**src/rtl/uart_boot_loader.sv**
```systemverilog
`default_nettype none
// ============================================================================
// uart_boot_loader : 8N1 UART receiver feeding little-endian words into the
//                    CPU data memory while holding the CPU in reset.
// Revision 1.0
// ============================================================================
module uart_boot_loader #(
  parameter int CLKS_PER_BIT = 434
) (
  input  logic        clk,
  input  logic        reset,
  input  logic        rx,
  output logic        Ext_MemWrite,
  output logic [31:0] Ext_WriteData,
  output logic [31:0] Ext_DataAdr,
  output logic        cpu_reset,
  output logic        load_done,
  output logic        frame_err
);

  localparam int c_CNT_W = $clog2(CLKS_PER_BIT);
  localparam logic [c_CNT_W-1:0] c_BIT_LAST  = c_CNT_W'(CLKS_PER_BIT - 1);
  localparam logic [c_CNT_W-1:0] c_HALF_LAST = c_CNT_W'(CLKS_PER_BIT / 2 - 1);

  typedef enum logic [1:0] {
    RX_IDLE  = 2'd0,
    RX_START = 2'd1,
    RX_DATA  = 2'd2,
    RX_STOP  = 2'd3
  } rxState_t;

  typedef enum logic [1:0] {
    LD_LEN  = 2'd0,
    LD_DATA = 2'd1,
    LD_DONE = 2'd2
  } ldState_t;

  // Receiver
  logic               r_rxMeta;
  logic               r_rxSync;
  rxState_t           r_rxState;
  rxState_t           w_rxNext;
  logic [c_CNT_W-1:0] r_bitCnt;
  logic [2:0]         r_bitIdx;
  logic [7:0]         r_rxShift;
  logic               r_frameErr;
  logic               w_cntClr;
  logic               w_sampleBit;
  logic               w_byteValid;
  logic               w_frameErrSet;
  logic               w_halfDone;
  logic               w_bitDone;

  // Loader
  ldState_t           r_ldState;
  ldState_t           w_ldNext;
  logic [1:0]         r_byteCnt;
  logic [31:0]        r_wordShift;
  logic [31:0]        r_wordCount;
  logic [29:0]        r_wordIdx;
  logic               r_memWrite;
  logic [31:0]        r_writeData;
  logic [31:0]        r_dataAdr;
  logic               r_lastWord;
  logic [31:0]        w_wordNext;
  logic               w_wordDone;
  logic               w_isLast;

  assign w_halfDone = (r_bitCnt == c_HALF_LAST);
  assign w_bitDone  = (r_bitCnt == c_BIT_LAST);

  always_ff @(posedge clk or negedge reset) begin
    if (!reset) begin
      r_rxState <= RX_IDLE;
    end else begin
      r_rxState <= w_rxNext;
    end
  end

  always_comb begin
    w_rxNext      = r_rxState;
    w_cntClr      = 1'b0;
    w_sampleBit   = 1'b0;
    w_byteValid   = 1'b0;
    w_frameErrSet = 1'b0;
    case (r_rxState)
      RX_IDLE: begin
        if (!r_rxSync) begin
          w_rxNext = RX_START;
          w_cntClr = 1'b1;
        end
      end
      RX_START: begin
        // Mid-start-bit check rejects short low glitches on the line.
        if (w_halfDone) begin
          w_cntClr = 1'b1;
          w_rxNext = r_rxSync ? RX_IDLE : RX_DATA;
        end
      end
      RX_DATA: begin
        if (w_bitDone) begin
          w_cntClr    = 1'b1;
          w_sampleBit = 1'b1;
          if (r_bitIdx == 3'd7) begin
            w_rxNext = RX_STOP;
          end
        end
      end
      RX_STOP: begin
        if (w_bitDone) begin
          w_cntClr = 1'b1;
          w_rxNext = RX_IDLE;
          if (r_rxSync) begin
            w_byteValid = 1'b1;
          end else begin
            w_frameErrSet = 1'b1;
          end
        end
      end
      default: w_rxNext = RX_IDLE;
    endcase
  end

  // Sync flops reset to the idle-high line level so reset release is not a start bit.
  always_ff @(posedge clk or negedge reset) begin
    if (!reset) begin
      r_rxMeta   <= 1'b1;
      r_rxSync   <= 1'b1;
      r_bitCnt   <= '0;
      r_bitIdx   <= 3'd0;
      r_rxShift  <= 8'd0;
      r_frameErr <= 1'b0;
    end else begin
      r_rxMeta <= rx;
      r_rxSync <= r_rxMeta;
      if (w_cntClr || (r_rxState == RX_IDLE)) begin
        r_bitCnt <= '0;
      end else begin
        r_bitCnt <= r_bitCnt + c_CNT_W'(1);
      end
      if (r_rxState == RX_START) begin
        r_bitIdx <= 3'd0;
      end else if (w_sampleBit) begin
        r_bitIdx <= r_bitIdx + 3'd1;
      end
      if (w_sampleBit) begin
        r_rxShift <= {r_rxSync, r_rxShift[7:1]};
      end
      if (w_frameErrSet) begin
        r_frameErr <= 1'b1;
      end
    end
  end

  assign w_wordNext = {r_rxShift, r_wordShift[31:8]};
  assign w_wordDone = w_byteValid && (r_byteCnt == 2'd3);
  assign w_isLast   = ({2'b00, r_wordIdx} == (r_wordCount - 32'd1));

  always_ff @(posedge clk or negedge reset) begin
    if (!reset) begin
      r_ldState <= LD_LEN;
    end else begin
      r_ldState <= w_ldNext;
    end
  end

  always_comb begin
    w_ldNext = r_ldState;
    case (r_ldState)
      LD_LEN: begin
        if (w_wordDone) begin
          w_ldNext = (w_wordNext == 32'd0) ? LD_DONE : LD_DATA;
        end
      end
      LD_DATA: begin
        // Leave only after the final strobe so cpu_reset stays high during it.
        if (r_memWrite && r_lastWord) begin
          w_ldNext = LD_DONE;
        end
      end
      LD_DONE: w_ldNext = LD_DONE;
      default: w_ldNext = LD_LEN;
    endcase
  end

  always_ff @(posedge clk or negedge reset) begin
    if (!reset) begin
      r_byteCnt   <= 2'd0;
      r_wordShift <= 32'd0;
      r_wordCount <= 32'd0;
      r_wordIdx   <= 30'd0;
      r_memWrite  <= 1'b0;
      r_writeData <= 32'd0;
      r_dataAdr   <= 32'd0;
      r_lastWord  <= 1'b0;
    end else begin
      r_memWrite <= 1'b0;
      if ((r_ldState != LD_DONE) && w_byteValid) begin
        r_byteCnt   <= r_byteCnt + 2'd1;
        r_wordShift <= w_wordNext;
      end
      if ((r_ldState == LD_LEN) && w_wordDone) begin
        r_wordCount <= w_wordNext;
        r_wordIdx   <= 30'd0;
      end
      if ((r_ldState == LD_DATA) && w_wordDone) begin
        r_memWrite  <= 1'b1;
        r_writeData <= w_wordNext;
        r_dataAdr   <= {r_wordIdx, 2'b00};
        r_wordIdx   <= r_wordIdx + 30'd1;
        r_lastWord  <= w_isLast;
      end
    end
  end

  assign Ext_MemWrite  = r_memWrite;
  assign Ext_WriteData = r_writeData;
  assign Ext_DataAdr   = r_dataAdr;
  assign cpu_reset     = (r_ldState != LD_DONE);
  assign load_done     = (r_ldState == LD_DONE);
  assign frame_err     = r_frameErr;

endmodule
`default_nettype wire

```
**config.mk**
```make
export PLATFORM = sky130hd
export DESIGN_NAME = uart_boot_loader
export DESIGN_NICKNAME = d
export VERILOG_FILES = /design/src/rtl/uart_boot_loader.sv
export SDC_FILE = /design/constraint.sdc
export NUM_CORES = 1
export LEC_CHECK = 0
export BUFFER_PORTS_ARGS = -buffer_cell sky130_fd_sc_hd__clkbuf_2
export CORE_MARGIN = 3
export CORE_UTILIZATION = 30
export CTS_CLUSTER_SIZE = 12
export DETAILED_ROUTE_END_ITERATION = 8
export GPL_ROUTABILITY_DRIVEN = 0
export SYNTH_ARGS = -nofsm -noshare
export SYNTH_HDL_FRONTEND = slang
export SYNTH_SLANG_ARGS = --single-unit
export TNS_END_PERCENT = 1
```
**constraint.sdc**
```tcl
create_clock -name clk -period 3.5 [get_ports clk]
set_clock_uncertainty 0.1 [all_clocks]
set_input_delay 0.7 -clock clk [delete_from_list [all_inputs] [get_ports clk]]
set_output_delay 0.7 -clock clk [all_outputs]
set_load 0.1 [all_outputs]
```
==> impl_metrics.csv <==
group,metric,value,unit
synthesis,synth-edff-count,0,
floorplanning,core-area,27900,um2
grt,grt_pass1_wl,33.1,mm
clock_tree,clock_latency,430,ps
floorplanning,rows,61,
floorplanning,die_h,174,um
cells_and_area,syn_to_final_growth,16.1,%
routing,num_vias,6147,
routing,drc,0,
sta,maxSlewViolCount,0,
place,hpwlAfterDp,14.1,mm
routing,drt-pass1-iter-count,4,
clock_tree,cts_resized,0,
setup_path,rr_startpoint,"r_wordCount[0]$_DFFE_PN0P_",
clock_tree,cts.clk_slew.worst_paths,70,ps
routing,routedWlPerCell,15.6,um
grt,grt-ovfl-total,0,
setup_path,path_max_fanout,8,
clock_tree,cts_buffers,17,
grt,grt_pass1_vias,6007,
cells_and_area,drive_above_1_share,0.218,
sta,relSlewSlack,0.393,
outcome,status,"finished, final reports clean",
synthesis,async_flop_share,1.00,
clock_tree,cts_tree,"built",
synthesis,ys_ff_latch,179,
cells_and_area,final_cell_mix,"nand2_1 (223), dfrtp_1 (177), mux2_2 (67), clkbuf_2 (67), o21ai_0 (37)",
power_and_ir_drop,irDropWorstVdd,0.000265,V
cells_and_area,n_antenna_cell,0,
synthesis,yosys_warnings,0,
setup_path,required,3730,ps
clock_tree,cts_hold_buf,0,
clock_tree,clock_sinks,179,
routing,first_iter_violations,382,
routing,ant_nets,0,
power_and_ir_drop,finalPower,4050,uW
clock_tree,cts_buffer_depth,2,
floorplanning,dieArea,30400,um2
power_and_ir_drop,p_leak,0.00494,uW
floorplanning,start_util,0.306,
power_and_ir_drop,power.density,409,nW/um2
setup_path,start_kind,"flip-flop",
sta,post-route-period-util,0.810,
sta,setup_viol,0,
cells_and_area,final_common_cell,"nand2_1",
flow_run,maxCapViolCount,0,
worst_hold_path,min_path_type,"in -> async",
synthesis,synth_flop_cell,"dfrtp_1",
grt,grt_max_degree,85,
routing,drt-total-wl,20.1,mm
clock_tree,root_buffer,"clkbuf_16",
floorplanning,io_pins,71,
setup_path,crit_type,"reg -> reg",
clock_tree,post_cts_buffers,0,
place,io_buffers,68,
cells_and_area,fin_nets,914,
sta,rsz0062_at_grt,"false",
sta,max_freq,353,MHz
synthesis,synth.avg_cell_area,10.2,um2
sta,hold_violations,0,
sta,tns,0,ps
setup_path,arrival,3060,ps
synthesis,yosysSeqAreaShare,0.526,
synthesis,netlist_area,8520,um2
clock_tree,h-tree-depth,4,
setup_path,startpoint,"r_wordCount[0]$_DFFE_PN0P_",
setup_path,cp-end-kind,"flip-flop",
routing,vias_per_cell,4.77,
floorplanning,die_w,174,um
sta,worstMarginPinSlew,910,ps
sta,finalCriticalPeriod,2830,ps
synthesis,synthesis.instances,838,
grt,grt.total_usage,0.135,
grt,antenna_found_initial,0,
synthesis,synth.distinct_cells,66,
-- stage by stage --
| stage | worst slack (ps) | hold WS (ps) | instances | area, um2 | utilization |
|---|---|---|---|---|---|
| 2_1_floorplan | 697 | 245 | 839 | 8520 | - |
| 3_3_place_gp | 738 | 245 | 1258 | 9290 | 0.334 |
| 3_5_place_dp | 645 | 249 | 1258 | 9290 | 0.334 |
| 4_1_cts | 635 | 218 | 1290 | 9890 | 0.355 |
| 5_1_grt | 413 | 220 | 1290 | 9890 | 0.355 |
| 6_report | 667 | 217 | 1290 | 9890 | 0.355 |
-- worst paths after layout --
check                                                     end  slack (ps)  cells past startpoint
worst max-delay path                   r_lastWord$_DFFE_PN0P_         670                      9
worst max register to register         r_lastWord$_DFFE_PN0P_         670                      9
min in group clk                           r_rxMeta$_DFF_PN1_         240                      1
worst min-delay path            Ext_WriteData[17]$_DFFE_PN0P_         220                      1
worst min register to register             r_rxSync$_DFF_PN1_         260                      0
max in group asynchronous         r_wordCount[22]$_DFFE_PN0P_        2250                      2
-- cells by family (layout without fill, tap and decap cells) --
family / Yosys count / after routing / share of synthesized area
compound gates: 85 / 85 / 0.0645
xor+xnor: 46 / 46 / 0.0473
fa+ha+maj: 12 / 12 / 0.0176
buf+inv: 57 / 130 / 0.0269
flops: 179 / 179 / 0.526
mux: 72 / 72 / 0.0945
other cells: 1 / 2 / 0.000440
simple gates: 386 / 386 / 0.223
-- area by class of cell --
type | instances | area, um2
clock buffer | 20 | 447
clock inverter | 12 | 146
inverter | 19 | 71.3
sequential | 179 | 4480
fill | 2863 | 18000
timing repair buffer | 79 | 442
multi-input combinational | 603 | 3820
tap | 378 | 473
-- routing by layer --
layer,track usage,part of all wire
met5,0,0
met4,0.0319,0.010
met3,0.0247,0.041
met2,0.204,0.45
met1,0.201,0.50
-- flip-flops by register name, summed over array words and instances, names as in the netlist, named ones only --
| signal | count |
|---|---|
| frame_err | 1 |
| r_wordCount | 32 |
| r_bitCnt | 9 |
| r_wordIdx | 30 |
| r_lastWord | 1 |
| r_bitIdx | 3 |
| r_rxSync | 1 |
| r_rxMeta | 1 |
| r_byteCnt | 2 |
| Ext_MemWrite | 1 |
| r_ldState | 2 |
| r_wordShift | 24 |
| r_rxShift | 8 |
| Ext_WriteData | 32 |
| r_rxState | 1 |
| Ext_DataAdr | 30 |
-- cell usage after synthesis (3+ instances only) --
master / count / area, um2
nor3_2: 3 / 30.0
nand2_1: 223 / 837
dfrtp_1: 177 / 4430
or4_1: 5 / 37.5
buf_2: 6 / 30.0
nor4_1: 12 / 75.1
buf_1: 7 / 26.3
xnor2_1: 24 / 210
o21ai_1: 3 / 15.0
nor4_4: 3 / 63.8
mux2i_1: 5 / 50.1
nand4b_1: 4 / 35.0
nor2b_1: 3 / 18.8
nor2_1: 33 / 124
or3_1: 5 / 31.3
o21ai_0: 37 / 185
a21oi_1: 3 / 15.0
nand4_1: 14 / 87.6
and3_1: 6 / 37.5
xor2_1: 22 / 193
inv_1: 18 / 67.6
o211ai_1: 8 / 60.1
clkbuf_1: 23 / 86.3
nand3_1: 33 / 165
nor4_2: 3 / 37.5
nor3_1: 16 / 80.1
o31ai_1: 13 / 97.6
ha_1: 12 / 150
mux2_2: 67 / 754
-- worst max-delay path, stage by stage (launching register included) --
cell and delay (ps):
dfrtp_1 460, inv_1 90, ha_1 190, nor3b_4 410
nand4_2 270, nand4b_1 260, xnor2_1 160, nand4_1 100
or3b_1 370, o41ai_2 320
-- power by group --
part / switching (uW) / leakage, uW / internal [uW]
Clock: 887 / 0.000282 / 1030
Combinational: 49.9 / 0.00218 / 6.50
Sequential: 1.73 / 0.00248 / 2070
No activity file was read; power rests on OpenSTA's default activity.
